$ cat src/rtl/hamming_stream_encoder_pkg.sv
// Shared Hamming helpers: parity-bit count, power-of-two test, and the
// position-to-data-bit mapping used by both encoder and decoder.
package hamming_pkg;

  localparam int MAX_DATA_W = 57;

  typedef enum logic {
    SKID_EMPTY = 1'b0,
    SKID_FULL  = 1'b1
  } skid_state_t;

  // Smallest P with 2^P >= data_w + P + 1.
  function automatic int calc_parity_bits(input int data_w);
    int result;
    result = 7;
    for (int p = 7; p >= 1; p--) begin
      if ((1 << p) >= data_w + p + 1) begin
        result = p;
      end
    end
    return result;
  endfunction

  function automatic bit is_pow2(input int pos);
    return (pos > 0) && ((pos & (pos - 1)) == 0);
  endfunction

  // Data-bit index of in_data feeding a non-power-of-two position: the first
  // data position carries the MSB, later positions step down towards the LSB.
  function automatic int data_bit_index(input int data_w, input int pos);
    int rank;
    rank = 0;
    for (int k = 1; k < pos; k++) begin
      if (!is_pow2(k)) begin
        rank++;
      end
    end
    return data_w - 1 - rank;
  endfunction

endpackage

$ cat src/rtl/hamming_stream_encoder_if.sv
// Source/sink stream bundle of the Hamming encoder, including error-injection
// fields and the emitted-word counter.
interface hamming_stream_encoder_if #(
  parameter int DATA_W  = 4,
  parameter int SECDED  = 0,
  parameter int COUNT_W = 16
);
  localparam int P     = hamming_pkg::calc_parity_bits(DATA_W);
  localparam int CW_W  = DATA_W + P + SECDED;
  localparam int IDX_W = $clog2(CW_W + 1);

  logic [DATA_W-1:0]  in_data;
  logic               in_inj_en;
  logic [IDX_W-1:0]   in_inj_pos;
  logic               in_valid;
  logic               in_ready;
  logic [CW_W-1:0]    out_codeword;
  logic               out_valid;
  logic               out_ready;
  logic [COUNT_W-1:0] out_count;

  modport master (
    output in_data, in_inj_en, in_inj_pos, in_valid, out_ready,
    input  in_ready, out_codeword, out_valid, out_count
  );

  modport slave (
    input  in_data, in_inj_en, in_inj_pos, in_valid, out_ready,
    output in_ready, out_codeword, out_valid, out_count
  );

endinterface

$ cat src/rtl/hamming_stream_encoder_encode_comb.sv
// Purely combinational data-to-codeword Hamming encoder, optional SECDED bit.
// Position k of the code lands on codeword bit [CW_W-k].
module hamming_encode_comb
  import hamming_pkg::*;
#(
  parameter int DATA_W = 4,
  parameter int SECDED = 0,
  localparam int P     = calc_parity_bits(DATA_W),
  localparam int N     = DATA_W + P,
  localparam int CW_W  = N + SECDED
) (
  input  logic [DATA_W-1:0] data,
  output logic [CW_W-1:0]   codeword
);

  logic [N:1]   data_map;
  logic [P-1:0] parity;
  logic [N-1:0] body;

  generate
    for (genvar gi = 1; gi <= N; gi++) begin : g_pos
      if (is_pow2(gi)) begin : g_par
        assign data_map[gi] = 1'b0;
        assign body[N-gi]   = parity[$clog2(gi)];
      end else begin : g_dat
        assign data_map[gi] = data[data_bit_index(DATA_W, gi)];
        assign body[N-gi]   = data_map[gi];
      end
    end
  endgenerate

  // Parity positions hold zero in data_map, so they drop out of the XOR.
  always_comb begin
    parity = '0;
    for (int j = 0; j < P; j++) begin
      for (int k = 1; k <= N; k++) begin
        if (k[j]) begin
          parity[j] = parity[j] ^ data_map[k];
        end
      end
    end
  end

  generate
    if (SECDED != 0) begin : g_secded
      assign codeword = {body, ^body};
    end else begin : g_plain
      assign codeword = body;
    end
  endgenerate

endmodule

$ cat src/rtl/hamming_stream_encoder.sv
// Streaming Hamming encoder: registered output stage with a one-entry skid
// buffer, per-word bit-flip injection and a saturating emitted-word counter.
module hamming_stream_encoder
  import hamming_pkg::*;
#(
  parameter int DATA_W  = 4,
  parameter int SECDED  = 0,
  parameter int COUNT_W = 16
) (
  input  logic                     clk,
  input  logic                     reset,
  hamming_stream_encoder_if.slave  bus
);

  localparam int P     = calc_parity_bits(DATA_W);
  localparam int CW_W  = DATA_W + P + SECDED;
  localparam int IDX_W = $clog2(CW_W + 1);

  logic [CW_W-1:0]    encoded;
  logic [CW_W-1:0]    flip_mask;
  logic [CW_W-1:0]    in_word;

  skid_state_t        state_reg, state_next;
  logic               out_valid_reg, out_valid_next;
  logic [CW_W-1:0]    out_codeword_reg, out_codeword_next;
  logic [CW_W-1:0]    skid_codeword_reg, skid_codeword_next;
  logic               in_ready_reg, in_ready_next;
  logic [COUNT_W-1:0] count_reg, count_next;

  logic               accept;
  logic               out_free;
  logic               out_fire;

  hamming_encode_comb #(
    .DATA_W (DATA_W),
    .SECDED (SECDED)
  ) u_encode (
    .data     (bus.in_data),
    .codeword (encoded)
  );

  // Out-of-range positions never match, so they leave the word untouched.
  generate
    for (genvar gi = 0; gi < CW_W; gi++) begin : g_inj
      assign flip_mask[gi] = bus.in_inj_en && (bus.in_inj_pos == IDX_W'(gi));
    end
  endgenerate

  assign in_word  = encoded ^ flip_mask;
  assign accept   = bus.in_valid && in_ready_reg;
  assign out_free = !out_valid_reg || bus.out_ready;
  assign out_fire = out_valid_reg && bus.out_ready;

  always_comb begin
    state_next         = state_reg;
    out_valid_next     = out_valid_reg;
    out_codeword_next  = out_codeword_reg;
    skid_codeword_next = skid_codeword_reg;
    count_next         = count_reg;

    if (out_fire && (count_reg != {COUNT_W{1'b1}})) begin
      count_next = count_reg + COUNT_W'(1);
    end

    case (state_reg)
      SKID_EMPTY: begin
        if (out_free) begin
          out_valid_next = accept;
          if (accept) begin
            out_codeword_next = in_word;
          end
        end else if (accept) begin
          skid_codeword_next = in_word;
          state_next         = SKID_FULL;
        end
      end
      // in_ready is low here, so no new word can arrive alongside the drain.
      SKID_FULL: begin
        if (out_free) begin
          out_codeword_next = skid_codeword_reg;
          out_valid_next    = 1'b1;
          state_next        = SKID_EMPTY;
        end
      end
      default: begin
        state_next = SKID_EMPTY;
      end
    endcase

    in_ready_next = (state_next == SKID_EMPTY);
  end

  always_ff @(posedge clk) begin
    if (!reset) begin
      state_reg         <= SKID_EMPTY;
      out_valid_reg     <= 1'b0;
      out_codeword_reg  <= '0;
      skid_codeword_reg <= '0;
      in_ready_reg      <= 1'b0;
      count_reg         <= '0;
    end else begin
      state_reg         <= state_next;
      out_valid_reg     <= out_valid_next;
      out_codeword_reg  <= out_codeword_next;
      skid_codeword_reg <= skid_codeword_next;
      in_ready_reg      <= in_ready_next;
      count_reg         <= count_next;
    end
  end

  assign bus.in_ready     = in_ready_reg;
  assign bus.out_valid    = out_valid_reg;
  assign bus.out_codeword = out_codeword_reg;
  assign bus.out_count    = count_reg;

endmodule

$ cat src/flat_wrapper.sv
// flat-port wrapper written by rule: the top's interface ports become plain ports
module hamming_stream_encoder_flat import hamming_pkg::*;
#(
  parameter int DATA_W  = 4,
  parameter int SECDED  = 0,
  parameter int COUNT_W = 16
)
  (clk, reset, bus_in_data, bus_in_inj_en, bus_in_inj_pos, bus_in_valid, bus_out_ready, bus_in_ready, bus_out_codeword, bus_out_valid, bus_out_count);
  hamming_stream_encoder_if #(.DATA_W(DATA_W), .SECDED(SECDED), .COUNT_W(COUNT_W)) bus_i ();
  input  logic clk;
  input  logic reset;
  input wire logic [$bits(bus_i.in_data)-1:0] bus_in_data;
  input wire logic [$bits(bus_i.in_inj_en)-1:0] bus_in_inj_en;
  input wire logic [$bits(bus_i.in_inj_pos)-1:0] bus_in_inj_pos;
  input wire logic [$bits(bus_i.in_valid)-1:0] bus_in_valid;
  input wire logic [$bits(bus_i.out_ready)-1:0] bus_out_ready;
  output wire logic [$bits(bus_i.in_ready)-1:0] bus_in_ready;
  output wire logic [$bits(bus_i.out_codeword)-1:0] bus_out_codeword;
  output wire logic [$bits(bus_i.out_valid)-1:0] bus_out_valid;
  output wire logic [$bits(bus_i.out_count)-1:0] bus_out_count;
  assign bus_i.in_data = bus_in_data;
  assign bus_i.in_inj_en = bus_in_inj_en;
  assign bus_i.in_inj_pos = bus_in_inj_pos;
  assign bus_i.in_valid = bus_in_valid;
  assign bus_i.out_ready = bus_out_ready;
  assign bus_in_ready = bus_i.in_ready;
  assign bus_out_codeword = bus_i.out_codeword;
  assign bus_out_valid = bus_i.out_valid;
  assign bus_out_count = bus_i.out_count;
  hamming_stream_encoder #(.DATA_W(DATA_W), .SECDED(SECDED), .COUNT_W(COUNT_W)) u_core (.clk(clk), .reset(reset), .bus(bus_i));
endmodule
$ cat config.mk
export PLATFORM = sky130hd
export DESIGN_NAME = hamming_stream_encoder_flat
export DESIGN_NICKNAME = d
export VERILOG_FILES = /design/src/rtl/hamming_stream_encoder_pkg.sv /design/src/rtl/hamming_stream_encoder_if.sv /design/src/rtl/hamming_stream_encoder_encode_comb.sv /design/src/rtl/hamming_stream_encoder.sv /design/src/flat_wrapper.sv
export SDC_FILE = /design/constraint.sdc
export NUM_CORES = 1
export LEC_CHECK = 0
export ABC_AREA = 1
export BUFFER_PORTS_ARGS = -buffer_cell sky130_fd_sc_hd__clkbuf_2
export CORE_ASPECT_RATIO = 1.5
export CORE_MARGIN = 2
export CORE_UTILIZATION = 40
export CTS_CLUSTER_DIAMETER = 200
export DETAILED_ROUTE_END_ITERATION = 7
export HOLD_SLACK_MARGIN = 0.12
export MAX_ROUTING_LAYER = met4
export PLACE_DENSITY = 0.71
export SYNTH_ARGS = -nofsm -noshare
export SYNTH_HDL_FRONTEND = slang
export SYNTH_SLANG_ARGS = --single-unit
$ cat constraint.sdc
create_clock -name clk -period 3.3 [get_ports clk]
set_clock_uncertainty 0.15 [all_clocks]
set_input_delay 0.825 -clock clk [delete_from_list [all_inputs] [get_ports clk]]
set_output_delay 0.825 -clock clk [all_outputs]
set_load 0.05 [all_outputs]
## Word-level counts from Yosys, hierarchy flattened

Index checks and enable logic that the tools add are counted.

- Register bits: 33
- Input bits: 12
- Output and inout port bits: 25
- Logic and storage cells: 54

- Add/subtract/negate cells: 1
- Eq/ne operators: 10
- Mux-type cells: 11
- Bitwise operators: 10
- Reduce and logical (&&, ||, !) cells: 16

Operator list:

| cell | count |
|---|---|
| 7-bit two-way mux | 3 |
| 16-bit by 1-bit adder with 16-bit output (second input constant) | 1 |
| 16-bit inequality test (second input constant) | 1 |
| 7-bit case mux with 2 select lines | 1 |
| 1-bit logical AND | 10 |
| 3-bit equality test (second input constant) | 3 |
| 7-bit XOR | 1 |
| 3-bit by 2-bit equality test with 1-bit output (second input constant) | 2 |
| 3-bit AND reduction | 2 |
| 1-bit XOR | 6 |
| 1-bit two-way mux | 5 |
| 2-bit by 1-bit inequality test with 1-bit output (second input constant) | 2 |
| 1-bit case mux with 2 select lines | 2 |
| 3-bit by 1-bit equality test with 1-bit output (second input constant) | 1 |
| 3-bit zero test | 1 |
| 1-bit NOT | 3 |
| 2-bit inequality test (second input constant) | 1 |
| 2-bit AND reduction | 1 |
| 1-bit zero test | 1 |
| 1-bit logical OR | 1 |

## Logic depth before layout (Yosys ltp)

- Depth after elaboration: 6
- Mapped depth: 10
- Depth with buffers taken out: 10

## Cells and area by module

Synthesis repeated with hierarchy kept, for this count alone.

- Cell total of the unflattened synthesis: 284
- Area, all modules: 1825.5 µm²

By module, submodules not included:

| module | instances | cells an instance | area each (µm²) | seq. area each (µm²) |
|---|---|---|---|---|
| hamming_stream_encoder | 1 | 255 | 1694.1 | 660.6 |
| hamming_encode_comb | 1 | 29 | 131.4 | 0.0 |

## Least setup slack after synthesis

Ideal clock, no wire load.

- Kind: register -> register
- From: reg u_core.count_reg[1], in the netlist u_core.bus.out_count[1]
- To: reg u_core.count_reg[11], in the netlist u_core.bus.out_count[11]
- Setup time: 0.141 ns
- Data arrival time: 1.704 ns
- Required time: 3.009 ns
- Slack: 1.305 ns
- Stages on the path, launching flop included: 10
- Buffers on the path: 1
- Period minus slack after synthesis: 1.995 ns
- Path through: dfxtp_1 ha_1 inv_1 nor2_2 nand3_2 nand2_1 nand2_2 buf_2 nand2_1 a21oi_2

- Longest elaborated chain between the ends: 2
- Elaborated cells between the ends (all ways): 3
- Those cells by class: add/sub: 1; eq/ne: 1; reduce/logical: 1

Ends and longest elaborated chain:

| item | RTL line | source |
|---|---|---|
| start: declaration | hamming_stream_encoder.sv:28 | `logic [COUNT_W-1:0] count_reg, count_next;` |
| start signal: assignment | hamming_stream_encoder.sv:107 | `count_reg <= count_next;` |
| parallel branches: the longest is 2 deep, another holds 16-bit by 1-bit adder with 16-bit output | -- |  |

Several ways; the timed one is not identified.
A chain may end at the register's enable or synchronous reset.

## Final worst setup path

- From: reg u_core.count_reg[2], in the netlist u_core.bus.out_count[2]
- To: out bus_out_count[2]

RTL lines:

| item | RTL line | source |
|---|---|---|
| end: declaration | flat_wrapper.sv:20 | `output wire logic [$bits(bus_i.out_count)-1:0] bus_out_count;` |

No word-level cell between the ends.

==> metrics.md <==
| Metric | Value |
|---|---|
| HP Class | reg -> reg |
| PwrDens | 402.2 nW/um^2 |
| Sw frac | 0.2897 |
| Worst path required time | 2320 ps |
| Total CTS buffers | 5 |
| Slowest cell delay on critical path | 450 ps |
| Initial antenna violation count | 0 |
| Critical path endpoint category | primary output |
| Logic gate share of total power | 0.145 |
| M2 GR Usage | 0.3132 |
| 1st-iter DRT viols | 85 |
| Post-route ant nets | 0 |
| Root buffer cell | clkbuf_8 |
| DR WL/cell | ~11 um |
| Die area | 5294 um^2 |
| Most used DFF post-synth | dfxtp_1 |
| Die height | 88.12 um |
| Final nets | 341 |
| DRC Markers | 0 |
| Htree depth | 2 |
| Global routing's busiest layer | met2 |
| Reg clk slew, reported paths | 70 ps |
| Max_slew headroom | 0.5823 |
| Grt total ovfl | 0 |
| Vias per cell | between 4 and 5 |
| Wirelength, routed | 4.276 mm |
| DR vias | about 1,900 |
| Fmax | 488.7 MHz |
| # port buffers | 36 |
| Share of cells above drive strength 1 | 0.1915 |
| WP data arrival | 1070 ps |
| Postcts setup bufs | 0 |
| Gpl congestion | just under 0.9 |
| Final Slew Violations | 0 |
| Post-CTS Hold Fix Bufs | 0 |
| Clock power frac | 0.386 |
| Reg2Reg Setup Slack | 1470 ps |
| Leak | 0.9846 nW |
| Post-synth EDFFs | 0 |
| Hold_sp | u_core.skid_codeword_reg[4]$_SDFFE_PN0P_ |
| Post-synthesis sequential area ratio | 0.3501 |
| Slowest CP cell | dfxtp_1 |
| Drt pass-1 iters | 4 |
| CP bufs+invs | 1 |
| Final Hold Vio Count | 0 |
| Max reg flops | 16 |
| First-pass GRT wire length | 7.300 mm |
| Clk buf depth | 2 |
| Result of the run | completed |
| Kind of critical path | reg -> out |
| Worst r2r dst | u_core.bus.out_count[11]$_SDFFE_PN0P_ |
| Tcrit/Tclk final | 0.6201 |
| Latest clock arrival within the worst-skew pair | 290 ps |
| Cell taking the most area after synthesis | dfxtp_1 |
| P_sw | 0.2580 mW |
| P_int | 0.6326 mW |
| Met1 Track Usage GR | 0.2047 |
| # IOs | 37 |
| Tot GR Track Use | 0.1862 |
| Ys Warns | 0 |
| Dpl hpwl | around 3.2 mm |
| Mapped Cells | between 200 and 300 |
| TritonCTS Sinks | 33 |
| Synthesized area | ~1900 um^2 |
| Critical-path cell list | clkbuf_2 |
| Power, Total | a little under 0.9 mW |
| Count of final setup violators | 0 |
| Filler Cell Count | 493 |
| Area delta synth->final | 17.37% |
| Cell count of the worst reg-to-reg path | 7 |
| Finished Core Util | 0.4876 |
| RSZ-0062 raised after global routing | false |
| Startpoint Class | flip-flop |
| Met3 usage | 0.03840 |
| Count leader, synth | nand2_1 |
| Net count after synthesis | 304 |
| Setup TNS | 0 ps |
| MaxCap Viol Count | 0 |
| Family with the most delay on the worst path | flip-flops |
| Pin count of the biggest net entering global routing | 18 |
| Worst r2r src | u_core.bus.out_count[1]$_SDFFE_PN0P_ |
| Seq pwr share | 0.470 |
| TritonCTS clock tree | done |
| Most frequent cells after synthesis | nand2_1 (92), nor2_1 (37), dfxtp_1 (33) |
| Post-synth top area share | 0.3501 |
| Worst-Margin Slew | 622.7 ps |
| Synth top area cells | dfxtp_1 (35%), nand2_1 (18%), nor2_1 (7.4%) |
| Placement Rows | 30 |
| Die width | 60.08 um |
| Number of global-route vias before repair | between 1,500 and 2,000 |
| Starting Density | 0.4154 |
| Antenna diodes | 0 |
| Crit path max fanout | 7 |
| Yosys cell types | 25 |
| Max VDD drop | slightly above 0.2 mV |
| Post-CTS Resized | 0 |
| Synth async-reset ratio | 0 |
| Hold path depth | 2 |
| Core area | 4542 um^2 |
| Tmin final | between 2000 and 2500 ps |
| Hold Crit Endpoint | u_core.skid_codeword_reg[4]$_SDFFE_PN0P_ |
| Syn_area_per_cell | 6.484 um^2 |
| #FFs+latches synth | 33 |
[routing by layer]
layer  share of wire  vias to the layer above
met1            0.43                      833
met4           0.022                        0
met3           0.048                        8
li1                -                      999
met2            0.50                       57
met5               0                        -
[area by class of cell]
cell class / instances / area (um^2) / share of cell area
clock buffer: 7 / 96.34 / 0.04350
clock inverter: 1 / 5.005 / 0.002260
timing repair buffer: 36 / 180.2 / 0.08136
multi-input combinational: 223 / 1084 / 0.4893
tap: 64 / 80.08 / 0.03616
inverter: 29 / 108.9 / 0.04915
sequential: 33 / 660.6 / 0.2983
[metrics by stage]
step / area, um^2 / setup WS, ps / cells / hold slack [ps]
detailed placement: 2113 / 963.3 / 385 / 349.0
global route: 2215 / 1114 / 393 / 392.1
CTS: 2215 / 1245 / 393 / 370.6
finish: 2215 / 1254 / 393 / 368.2
floorplan: 1887 / 1305 / 291 / 326.2
global placement: 2113 / 984.2 / 385 / 347.6
[power by group through the flow]
stage | registers [mW] | clock network (mW) | logic, mW
2_1_floorplan | 0.461 | 0 | 0.0621
3_3_place_gp | 0.428 | 0 | 0.128
3_5_place_dp | 0.427 | 0 | 0.130
4_1_cts | 0.418 | 0.355 | 0.130
5_1_grt | 0.420 | 0.373 | 0.144
6_report | 0.418 | 0.344 | 0.129
[logic make-up (layout without fill, tap and decap cells)]
logic type / count (synthesis) / after routing / share of synthesized area
buffers and inverters: 35 / 73 / 0.07559
DFF: 33 / 33 / 0.3501
and+or+nand+nor: 161 / 161 / 0.3528
xor gates and xnor gates: 11 / 11 / 0.05106
adders and majority gates: 1 / 1 / 0.006630
AOI/OAI and AO/OA: 50 / 50 / 0.1638
[how the worst max path moves through the flow]
stage | start | end | slack [ps] | cells after the start
detailed placement | bus_out_ready | u_core.skid_codeword_reg[2]$_SDFFE_PN0P_ | 960 | 7
floorplan | u_core.bus.out_count[1]$_SDFFE_PN0P_ | u_core.bus.out_count[11]$_SDFFE_PN0P_ | 1310 | 9
CTS | u_core.bus.out_count[2]$_SDFFE_PN0P_ | bus_out_count[2] | 1250 | 1
global placement | bus_out_ready | u_core.skid_codeword_reg[0]$_SDFFE_PN0P_ | 980 | 7
finish | u_core.bus.out_count[2]$_SDFFE_PN0P_ | bus_out_count[2] | 1250 | 1
global route | bus_out_ready | u_core.skid_codeword_reg[0]$_SDFFE_PN0P_ | 1110 | 7
[cells in the final DEF (no fill, tap or decap)]
master | Yosys | layout
inv_1 | 28 | 28
o21ai_2 | 1 | 1
a21oi_1 | 19 | 19
nand3_2 | 1 | 1
xor2_1 | 6 | 6
nand3_1 | 20 | 20
nor2_1 | 37 | 37
nand4_1 | 3 | 3
a21oi_2 | 9 | 9
a21boi_4 | 1 | 1
nand2_1 | 92 | 92
dfxtp_1 | 33 | 33
xnor2_1 | 5 | 5
nor3_2 | 1 | 1
ha_1 | 1 | 1
nor3_1 | 1 | 1
clkinv_1 | 1 | 1
nor2_2 | 3 | 3
nand2_2 | 3 | 3
a21o_1 | 3 | 3
o21ai_0 | 17 | 17
clkbuf_2 | 0 | 36
clkinv_2 | 0 | 1
clkbuf_8 | 0 | 7
Note: power is estimated with default switching activity, not from simulation.
